==> src/rtl/dmem_pkg.sv <==
// Shared definitions for the data-memory arbiter: FSM state encoding,
// request owner codes and little-endian byte-lane indices.
package dmem_pkg;

  typedef enum logic [2:0] {
    ST_IDLE   = 3'd0,
    ST_WORD   = 3'd1,
    ST_RMW_RD = 3'd2,
    ST_RMW_WR = 3'd3,
    ST_RESP   = 3'd4
  } state_t;

  localparam logic OWNER_CPU = 1'b0;
  localparam logic OWNER_DBG = 1'b1;

  localparam logic [1:0] LANE0 = 2'd0;  // bits [7:0]
  localparam logic [1:0] LANE1 = 2'd1;  // bits [15:8]
  localparam logic [1:0] LANE2 = 2'd2;  // bits [23:16]
  localparam logic [1:0] LANE3 = 2'd3;  // bits [31:24]

endpackage

==> src/rtl/byte_lane_unit.sv <==
// Combinational byte-lane helper: extracts and sign-extends the addressed
// byte of a word, and builds the word with that lane replaced by a new byte.
module byte_lane_unit
  import dmem_pkg::*;
(
  input  logic [31:0] i_word,
  input  logic [1:0]  i_lane,
  input  logic [7:0]  i_byte,
  output logic [31:0] o_load,
  output logic [31:0] o_merged
);

  logic [7:0] w_lane_byte;

  // Select the addressed lane for loads and splice the new byte in for stores
  always_comb begin
    w_lane_byte = i_word[7:0];
    o_merged    = i_word;
    case (i_lane)
      LANE0: begin w_lane_byte = i_word[7:0];   o_merged[7:0]   = i_byte; end
      LANE1: begin w_lane_byte = i_word[15:8];  o_merged[15:8]  = i_byte; end
      LANE2: begin w_lane_byte = i_word[23:16]; o_merged[23:16] = i_byte; end
      LANE3: begin w_lane_byte = i_word[31:24]; o_merged[31:24] = i_byte; end
    endcase
    o_load = {{24{w_lane_byte[7]}}, w_lane_byte};
  end

endmodule

==> src/rtl/dmem_arbiter.sv <==
// Shares the single-port data memory between the CPU and debug ports.
// Handshake: a requester raises req with fields stable and holds them until
// its ack; ack is a one-cycle pulse with rdata valid in that same cycle, and
// the requester must drop req (or present a new request) the cycle after.
// A request is only sampled in IDLE, so a non-owner req simply waits.
module dmem_arbiter
  import dmem_pkg::*;
#(
  parameter int MEM_AW     = 6,
  parameter int STARVE_MAX = 4
) (
  input  logic              clk,
  input  logic              reset,
  input  logic              cpu_req,
  input  logic              cpu_we,
  input  logic              cpu_byte,
  input  logic [31:0]       cpu_addr,
  input  logic [31:0]       cpu_wdata,
  output logic              cpu_ack,
  output logic [31:0]       cpu_rdata,
  input  logic              dbg_req,
  input  logic              dbg_we,
  input  logic              dbg_byte,
  input  logic [31:0]       dbg_addr,
  input  logic [31:0]       dbg_wdata,
  output logic              dbg_ack,
  output logic [31:0]       dbg_rdata,
  output logic              mem_we,
  output logic [MEM_AW-1:0] mem_a,
  output logic [31:0]       mem_wd,
  input  logic [31:0]       mem_rd,
  output state_t            fsm_state
);

  localparam int CW = $clog2(STARVE_MAX + 2);
  localparam logic [CW-1:0] STARVE_LIM = CW'(STARVE_MAX);

  state_t            r_state, w_next;
  logic              r_owner, r_we, r_byte;
  logic [MEM_AW+1:0] r_addr;
  logic [31:0]       r_wdata, r_merge, r_cpu_rdata, r_dbg_rdata;
  logic [CW-1:0]     r_starve;

  logic              w_grant, w_pick_dbg, w_sel_we, w_sel_byte, w_mem_we;
  logic [MEM_AW+1:0] w_sel_addr;
  logic [31:0]       w_sel_wdata, w_lane_load, w_lane_merged, w_load_data;
  logic              w_unused_addr_bits;

  // Address bits above the memory window are deliberately dropped (wrap).
  assign w_unused_addr_bits = ^{cpu_addr[31:MEM_AW+2], dbg_addr[31:MEM_AW+2]};

  byte_lane_unit u_lane (
    .i_word   (mem_rd),
    .i_lane   (r_addr[1:0]),
    .i_byte   (r_wdata[7:0]),
    .o_load   (w_lane_load),
    .o_merged (w_lane_merged)
  );

  // Arbitration: CPU by default, debug when alone or when it has starved long enough
  always_comb begin
    w_grant     = cpu_req | dbg_req;
    w_pick_dbg  = dbg_req & (~cpu_req | (r_starve == STARVE_LIM));
    w_sel_we    = w_pick_dbg ? dbg_we    : cpu_we;
    w_sel_byte  = w_pick_dbg ? dbg_byte  : cpu_byte;
    w_sel_addr  = w_pick_dbg ? dbg_addr[MEM_AW+1:0] : cpu_addr[MEM_AW+1:0];
    w_sel_wdata = w_pick_dbg ? dbg_wdata : cpu_wdata;
    w_load_data = r_we ? 32'd0 : (r_byte ? w_lane_load : mem_rd);
  end

  // State register
  always_ff @(posedge clk or posedge reset) begin
    if (reset) r_state <= ST_IDLE;
    else       r_state <= w_next;
  end

  // Next-state and write-enable decode
  always_comb begin
    w_next   = r_state;
    w_mem_we = 1'b0;
    case (r_state)
      ST_IDLE: begin
        if (w_grant) w_next = (w_sel_byte && w_sel_we) ? ST_RMW_RD : ST_WORD;
      end
      ST_WORD: begin
        w_mem_we = r_we;
        w_next   = ST_RESP;
      end
      ST_RMW_RD: w_next = ST_RMW_WR;
      ST_RMW_WR: begin
        w_mem_we = 1'b1;
        w_next   = ST_RESP;
      end
      ST_RESP: w_next = ST_IDLE;
      default: w_next = ST_IDLE;
    endcase
  end

  // Request latch, starvation counter, merge buffer and per-port read data
  always_ff @(posedge clk or posedge reset) begin
    if (reset) begin
      r_owner     <= OWNER_CPU;
      r_we        <= 1'b0;
      r_byte      <= 1'b0;
      r_addr      <= '0;
      r_wdata     <= '0;
      r_merge     <= '0;
      r_cpu_rdata <= '0;
      r_dbg_rdata <= '0;
      r_starve    <= '0;
    end else begin
      case (r_state)
        ST_IDLE: begin
          if (w_grant) begin
            r_owner <= w_pick_dbg ? OWNER_DBG : OWNER_CPU;
            r_we    <= w_sel_we;
            r_byte  <= w_sel_byte;
            r_addr  <= w_sel_addr;
            r_wdata <= w_sel_wdata;
            if (w_pick_dbg)   r_starve <= '0;
            else if (dbg_req) r_starve <= r_starve + CW'(1);
          end
        end
        ST_WORD: begin
          if (r_owner == OWNER_DBG) r_dbg_rdata <= w_load_data;
          else                      r_cpu_rdata <= w_load_data;
        end
        ST_RMW_RD: begin
          r_merge <= w_lane_merged;
          if (r_owner == OWNER_DBG) r_dbg_rdata <= '0;
          else                      r_cpu_rdata <= '0;
        end
        default: ;
      endcase
    end
  end

  assign cpu_ack   = (r_state == ST_RESP) && (r_owner == OWNER_CPU);
  assign dbg_ack   = (r_state == ST_RESP) && (r_owner == OWNER_DBG);
  assign cpu_rdata = r_cpu_rdata;
  assign dbg_rdata = r_dbg_rdata;
  assign mem_we    = w_mem_we;
  assign mem_a     = r_addr[MEM_AW+1:2];
  assign mem_wd    = (r_state == ST_RMW_WR) ? r_merge : r_wdata;
  assign fsm_state = r_state;

endmodule

==> config.mk <==
export PLATFORM = sky130hd
export DESIGN_NAME = dmem_arbiter
export DESIGN_NICKNAME = d
export VERILOG_FILES = /design/src/rtl/dmem_pkg.sv /design/src/rtl/byte_lane_unit.sv /design/src/rtl/dmem_arbiter.sv
export SDC_FILE = /design/constraint.sdc
export NUM_CORES = 1
export LEC_CHECK = 0
export ABC_AREA = 1
export CORE_UTILIZATION = 45
export DETAILED_ROUTE_END_ITERATION = 10
export PLACE_DENSITY = 0.81
export SLEW_MARGIN = 20
export SYNTH_ARGS = -nofsm -noshare
export SYNTH_HDL_FRONTEND = slang
export SYNTH_SLANG_ARGS = --single-unit
==> constraint.sdc <==
create_clock -name clk -period 6.2 [get_ports clk]
set_input_delay 1.55 -clock clk [delete_from_list [all_inputs] [get_ports clk]]
set_output_delay 1.55 -clock clk [all_outputs]
set_load 0.01 [all_outputs]
# After elaboration in Yosys (flattened, before gate mapping)
# Index checks and enable logic that the tools add are counted.
dict set report classes {
  add_sub_neg 1
  n_div 0
  n_mul 0
  n_mux 25
  reduce_logical 12
  bitwise_logic 5
  n_shift 0
  magnitude_cmp 0
  n_eq_ne 13
}
# op n
set op_table {}
lappend op_table {{2-to-1 mux 32 bit} 8}
lappend op_table {{case mux 32 bit (2 select lines)} 2}
lappend op_table {{2-to-1 mux 8 bit} 5}
lappend op_table {{case mux 8 bit (4 select lines)} 1}
lappend op_table {{inequality test 2 bit, second input constant} 5}
lappend op_table {{2-to-1 mux 3 bit} 3}
lappend op_table {{case mux 3 bit (3 select lines)} 1}
lappend op_table {{AND reduction 3 bit} 3}
lappend op_table {{equality test 3 x 2 -> 1 bit, second input constant} 2}
lappend op_table {{equality test 3 bit, second input constant} 2}
lappend op_table {{equality test 2 bit, second input constant} 2}
lappend op_table {{nonzero test 2 bit} 2}
lappend op_table {{adder 3 x 1 -> 3 bit, second input constant} 1}
lappend op_table {{equality test 3 x 1 -> 1 bit, second input constant} 1}
lappend op_table {{logical AND 1 bit} 3}
lappend op_table {{zero test 3 bit} 1}
lappend op_table {{2-to-1 mux 1 bit} 3}
lappend op_table {{equality test 2 x 1 -> 1 bit, second input constant} 1}
lappend op_table {{zero test 2 bit} 1}
lappend op_table {{2-to-1 mux 2 bit} 1}
lappend op_table {{inverter 1 bit} 2}
lappend op_table {{OR 1 bit} 2}
lappend op_table {{case mux 1 bit (2 select lines)} 1}
lappend op_table {{AND reduction 2 bit} 1}
lappend op_table {{other kinds (2)} 2}
dict set report word_totals {
  output_inout_bits 108
  wordCells 66
  memories 0
  mem_bits_ro 0
  in_bits 168
  mem_bits_rw 0
  latchBits 0
  register_bits 145
}

# Depth between registers and ports, before layout
dict set report logic_depth {
  depth_word 8
  depth_mapped 10
  mapped_depth_nobuf 10
}

# By module
# From an unflattened synthesis, not the netlist that was laid out.
dict set report hier_totals {
  cells_unflattened 983
  hier_area_um2 7693.6
}
# mod seq_area_each_um2 n_inst cells_per_inst area_each_um2
set by_module_without_submodules {}
lappend by_module_without_submodules {dmem_arbiter 3628.5 1 832 6744.0}
lappend by_module_without_submodules {byte_lane_unit 0.0 1 151 949.7}

# Worst setup path before layout
# No wires, ideal clock.
dict set report synth_path {
  path_type {register to output}
  startpoint {register r_state[2] (netlist: fsm_state[2])}
  endpoint {output mem_wd[0]}
  stages_incl_launch_ff 6
  arrival_ns 1.271
  path_buffers 2
  path_slack_ns 3.379
  required_time_ns 4.650
  cell_sequence {dfrtp_1 > inv_2 > nand3_1 > buf_2 > clkbuf_1 > o21ai_0}
}
dict set report synth_via {
  elab_chain_len 2
}
# element line
set synth_lines {}
lappend synth_lines {{from (decl)} dmem_arbiter.sv:38} ;# state_t r_state, w_next;
lappend synth_lines {{from (signal assigned)} dmem_arbiter.sv:74} ;# else r_state <= w_next;
lappend synth_lines {{equality test 3 x 2 -> 1 bit} dmem_arbiter.sv:144} ;# assign mem_wd = (r_state == ST_RMW_WR) ? r_merge : r_wdata;
lappend synth_lines {{2-to-1 mux 32 bit} dmem_arbiter.sv:144}
lappend synth_lines {{to (decl)} dmem_arbiter.sv:30} ;# output logic [31:0] mem_wd,
# Every way passes these cells.

# Worst setup path after layout
dict set report layout_path {
  startpoint {register r_state[2] (netlist: fsm_state[2])}
  endpoint {output mem_wd[13]}
}
# Same word-level chain as after synthesis.

==> results.md <==
- Status: complete, no violations
- Achievable Freq: roughly 230 MHz
- P_sw: roughly 2.2 mW
- Initial DRC count: 658
- Crit path time final: between 4 and 5 ns
- Multiplexer share of the synthesized area: 0
- Sequential fraction of the synthesis area: 0.4960
- Logic gate share of total power: 0.479
- Endpoints failing setup: 0
- CP peak stage delay: between 0.6 and 0.7 ns
- Clock Latency Late Sink: between 0.4 and 0.5 ns
- # rows: 46
- Cell Area, Synth: ~7300 um^2
- CTS root buffer: clkbuf_16
- Die width: about 130 um
- Simple-gate area share of the yosys netlist: 0.2165
- Met2 Resource Use GR: 0.4285
- RSZ-0062 raised after global routing: no
- Placed wire-length estimate: 15670 um
- CTS Buffer Depth: 2
- Reg2reg start: r_starve[0]$_DFFE_PP0P_
- Seq cells post-synth: between 100 and 150
- Max Fanout on Critical Path: 49
- DRC errors left: 0
- Leakage: 4.740 nW
- Tcrit/Tclk final: 0.7155
- Critical Path RT: 4.65 ns
- Syn-to-layout area delta: 39.51%
- Final Hold Vio Count: 0
- Setup Skew: around 0.007 ns
- Final Instance Area: 10210 um^2
- HP Class: reg2reg
- Antenna violations before repair: 0
- Grt met3 use: 0.06317
- Worst R2R Path Depth: 8
- Clk sink count: ~150
- Initial DRT Pass Iterations: 5
- Final ANT Viol Nets: 0
- Number of global-route vias before repair: between 6000 and 7000
- Worst setup SP type: flop
- Post-route setup TNS: 0 ns
- Area fraction in compound gates after synthesis: 0.1809
- Port bufs: around 230
- Wire length per cell: around 16 um
- Total number of vias: ~7000
- Largest net degree at the start of global routing: around 110
- Vias per Instance: ~5.2
- Largest family of logic cells by synthesized area: simple AND/OR/NAND/NOR gates
- Post-Place Cells: about 1300
- Synthesis Warnings: 0
- Chip height: around 130 um
- Critical path cell sequence: inv_2, nand3_2, buf_4, o21ai_0, clkdlybuf4s50_1
- Hold path depth: 2
- Sequential share of power: 0.309
- Post-Syn Nets: 1092
- All-Layer GR Usage: 0.2728
- Routability cong.: around 0.86
- Post-CTS Resized: 0
- CTS HTree Levels: 4
- Netlist cell types: 30
- Delay-heaviest family, CP: buffers and inverters
- Routed Wire Length: approximately 22000 um
- Final #Nets: 1282
- Slowest cell on the critical path: nand3_2
- Worst R2R End: r_wdata[19]$_DFFE_PP0P_
- Worst hold path endpoint: dbg_rdata[12]$_DFFE_PP0P_
- Postcts setup bufs: 0
- Adder-Cell Fraction of Synth Area: 0.003421
- Clock network power share: 0.212
- Initial cell density of the core: 0.4605
- I/O Pins: 276
- Slew headroom: 0.3326
- Met1 usage: 0.3693
- CTS tree: done
- R2R setup slack: between 3 and 4 ns
- Core ar.: 15890 um^2
- WS Path Type: reg2out
- Post-DP Area: 9508 um^2
- Max-Cap Viols: 0
- Cell Pwr Density: between 500 and 600 nW/um^2
- WP data arrival: approximately 2.9 ns
- Fin cells: roughly 1300
- Grt peak-use layer: met2
- Max VDD drop: approximately 280 uV
- CTS Buf Count: 17
- Commonest non-fill, non-tap cell in the layout: nand2_1
- Syn avg cell area: 7.935 um^2
- Hold Path Origin: dbg_rdata[12]$_DFFE_PP0P_
- Critical path endpoint category: output pin
- CP bufs+invs: 3
- Hold Buf Count CTS: 0
- Highest-count cells in the layout ignoring fill and taps: nand2_1 (235), clkdlybuf4s50_1 (227), dfrtp_1 (145), o21ai_0 (140), inv_1 (77)
- First-pass GRT wire length: between 30000 and 40000 um
- # diodes: 0
- Syn Inst Count: about 920
- Final slew viol count: 0
- Switching share of power: 0.4024
- Worst-Margin Slew: approximately 1 ns
- Gr ovfl total: 0
- Layout cells sized above 1: 0.07378
- Reg clk slew, reported paths: roughly 0.06 ns
- XOR/XNOR Fraction of Synth Area: 0.001197
- Internal power: 3.252 mW
- Die area: 16770 um^2
## sequential cells by signal, summed over array words and instances, names as in the netlist
| name | flops |
|---|---|
| cpu_rdata | 32 |
| dbg_rdata | 32 |
| r_merge | 32 |
| r_wdata | 32 |
| r_addr | 8 |
| fsm_state | 3 |
| r_starve | 3 |
| r_byte | 1 |
| r_owner | 1 |
| r_we | 1 |
## through the flow
stage | total power, mW | setup slack, ns | hold slack, ns | utilization
finish | 5.442 | 1.764 | 0.4785 | 0.6425
global route | 5.825 | 1.540 | 0.5062 | 0.6425
CTS | 5.458 | 1.765 | 0.4809 | 0.6408
detailed placement | 4.274 | 1.877 | 0.4650 | 0.5985
global placement | 4.203 | 1.938 | 0.4638 | 0.5985
floorplan | 3.233 | 0.7554 | 0.4534 | -
## cell type report
cell class | count | area (um^2)
clock buffer | 20 | 466.7
clock inverter | 12 | 203.9
fill | 1400 | 5679
inverter | 90 | 345.3
multi-input combinational | 625 | 2954
sequential | 145 | 3628
tap | 216 | 270.3
timing repair buffer | 233 | 2337
## how the worst max path moves through the flow
stage | slack (ns) | depth (start not counted) | start | to
6_report | 1.76 | 5 | fsm_state[2]$_DFFE_PP0P_ | mem_wd[13]
5_1_grt | 1.54 | 5 | fsm_state[2]$_DFFE_PP0P_ | mem_wd[13]
4_1_cts | 1.77 | 5 | fsm_state[2]$_DFFE_PP0P_ | mem_wd[13]
3_5_place_dp | 1.88 | 6 | dbg_req | r_wdata[30]$_DFFE_PP0P_
3_3_place_gp | 1.94 | 6 | dbg_req | r_wdata[30]$_DFFE_PP0P_
2_1_floorplan | 0.76 | 1 | reset | cpu_rdata[0]$_DFFE_PP0P_
## synthesized netlist by cell type
library cell	count	area, um^2
ha_1	2	25.02
dlygate4sd1_1	2	17.52
clkbuf_1	20	75.07
inv_1	79	296.5
a21oi_1	52	260.3
nand4_1	7	43.79
nand3_2	1	10.01
o22ai_1	3	18.77
inv_4	1	6.260
nor3_1	1	5.000
o21ai_0	140	700.7
nand3_4	1	17.52
clkbuf_8	2	27.53
buf_6	10	112.6
nor2_2	2	12.51
buf_1	2	7.510
nand2_2	5	31.28
a21oi_2	17	148.9
nand2_1	235	882.1
o21ai_1	39	195.2
dfrtp_1	145	3628
nand2_4	1	11.26
nand3_1	70	350.3
nor2_4	3	33.78
buf_4	14	105.1
buf_2	12	60.06
xnor2_1	1	8.760
inv_2	10	37.54
nor2_1	44	165.2
nand4_4	1	21.27
## power groups by stage
stage	clock network, mW	logic (mW)	registers [mW]
finish	1.16	2.61	1.68
global route	1.20	2.89	1.73
CTS	1.17	2.61	1.68
detailed placement	0	2.58	1.69
global placement	0	2.52	1.68
floorplan	0	1.53	1.70
## worst reg2reg max path: cells and delay by family (launching register included)
family | cells | cell delay [ns]
compound gates | 2 | 0.53
fa+ha+maj | 1 | 0.19
buf+inv | 2 | 0.58
flops | 1 | 0.35
simple gates | 3 | 0.82
## cell families (layout without fill, tap and decap cells)
logic type / count (synthesis) / count (layout)
xor gates and xnor gates: 1 / 1
buffers and inverters: 152 / 355
AOI/OAI and AO/OA: 251 / 251
DFF: 145 / 145
and+or+nand+nor: 371 / 371
adders and majority gates: 2 / 2
## layer usage
metal,share of wire,vias to the layer above
li1,-,3380
met1,0.43,3308
met2,0.47,296
met3,0.078,32
met4,0.022,0
met5,0,-
(Power assumes the default switching activity.)
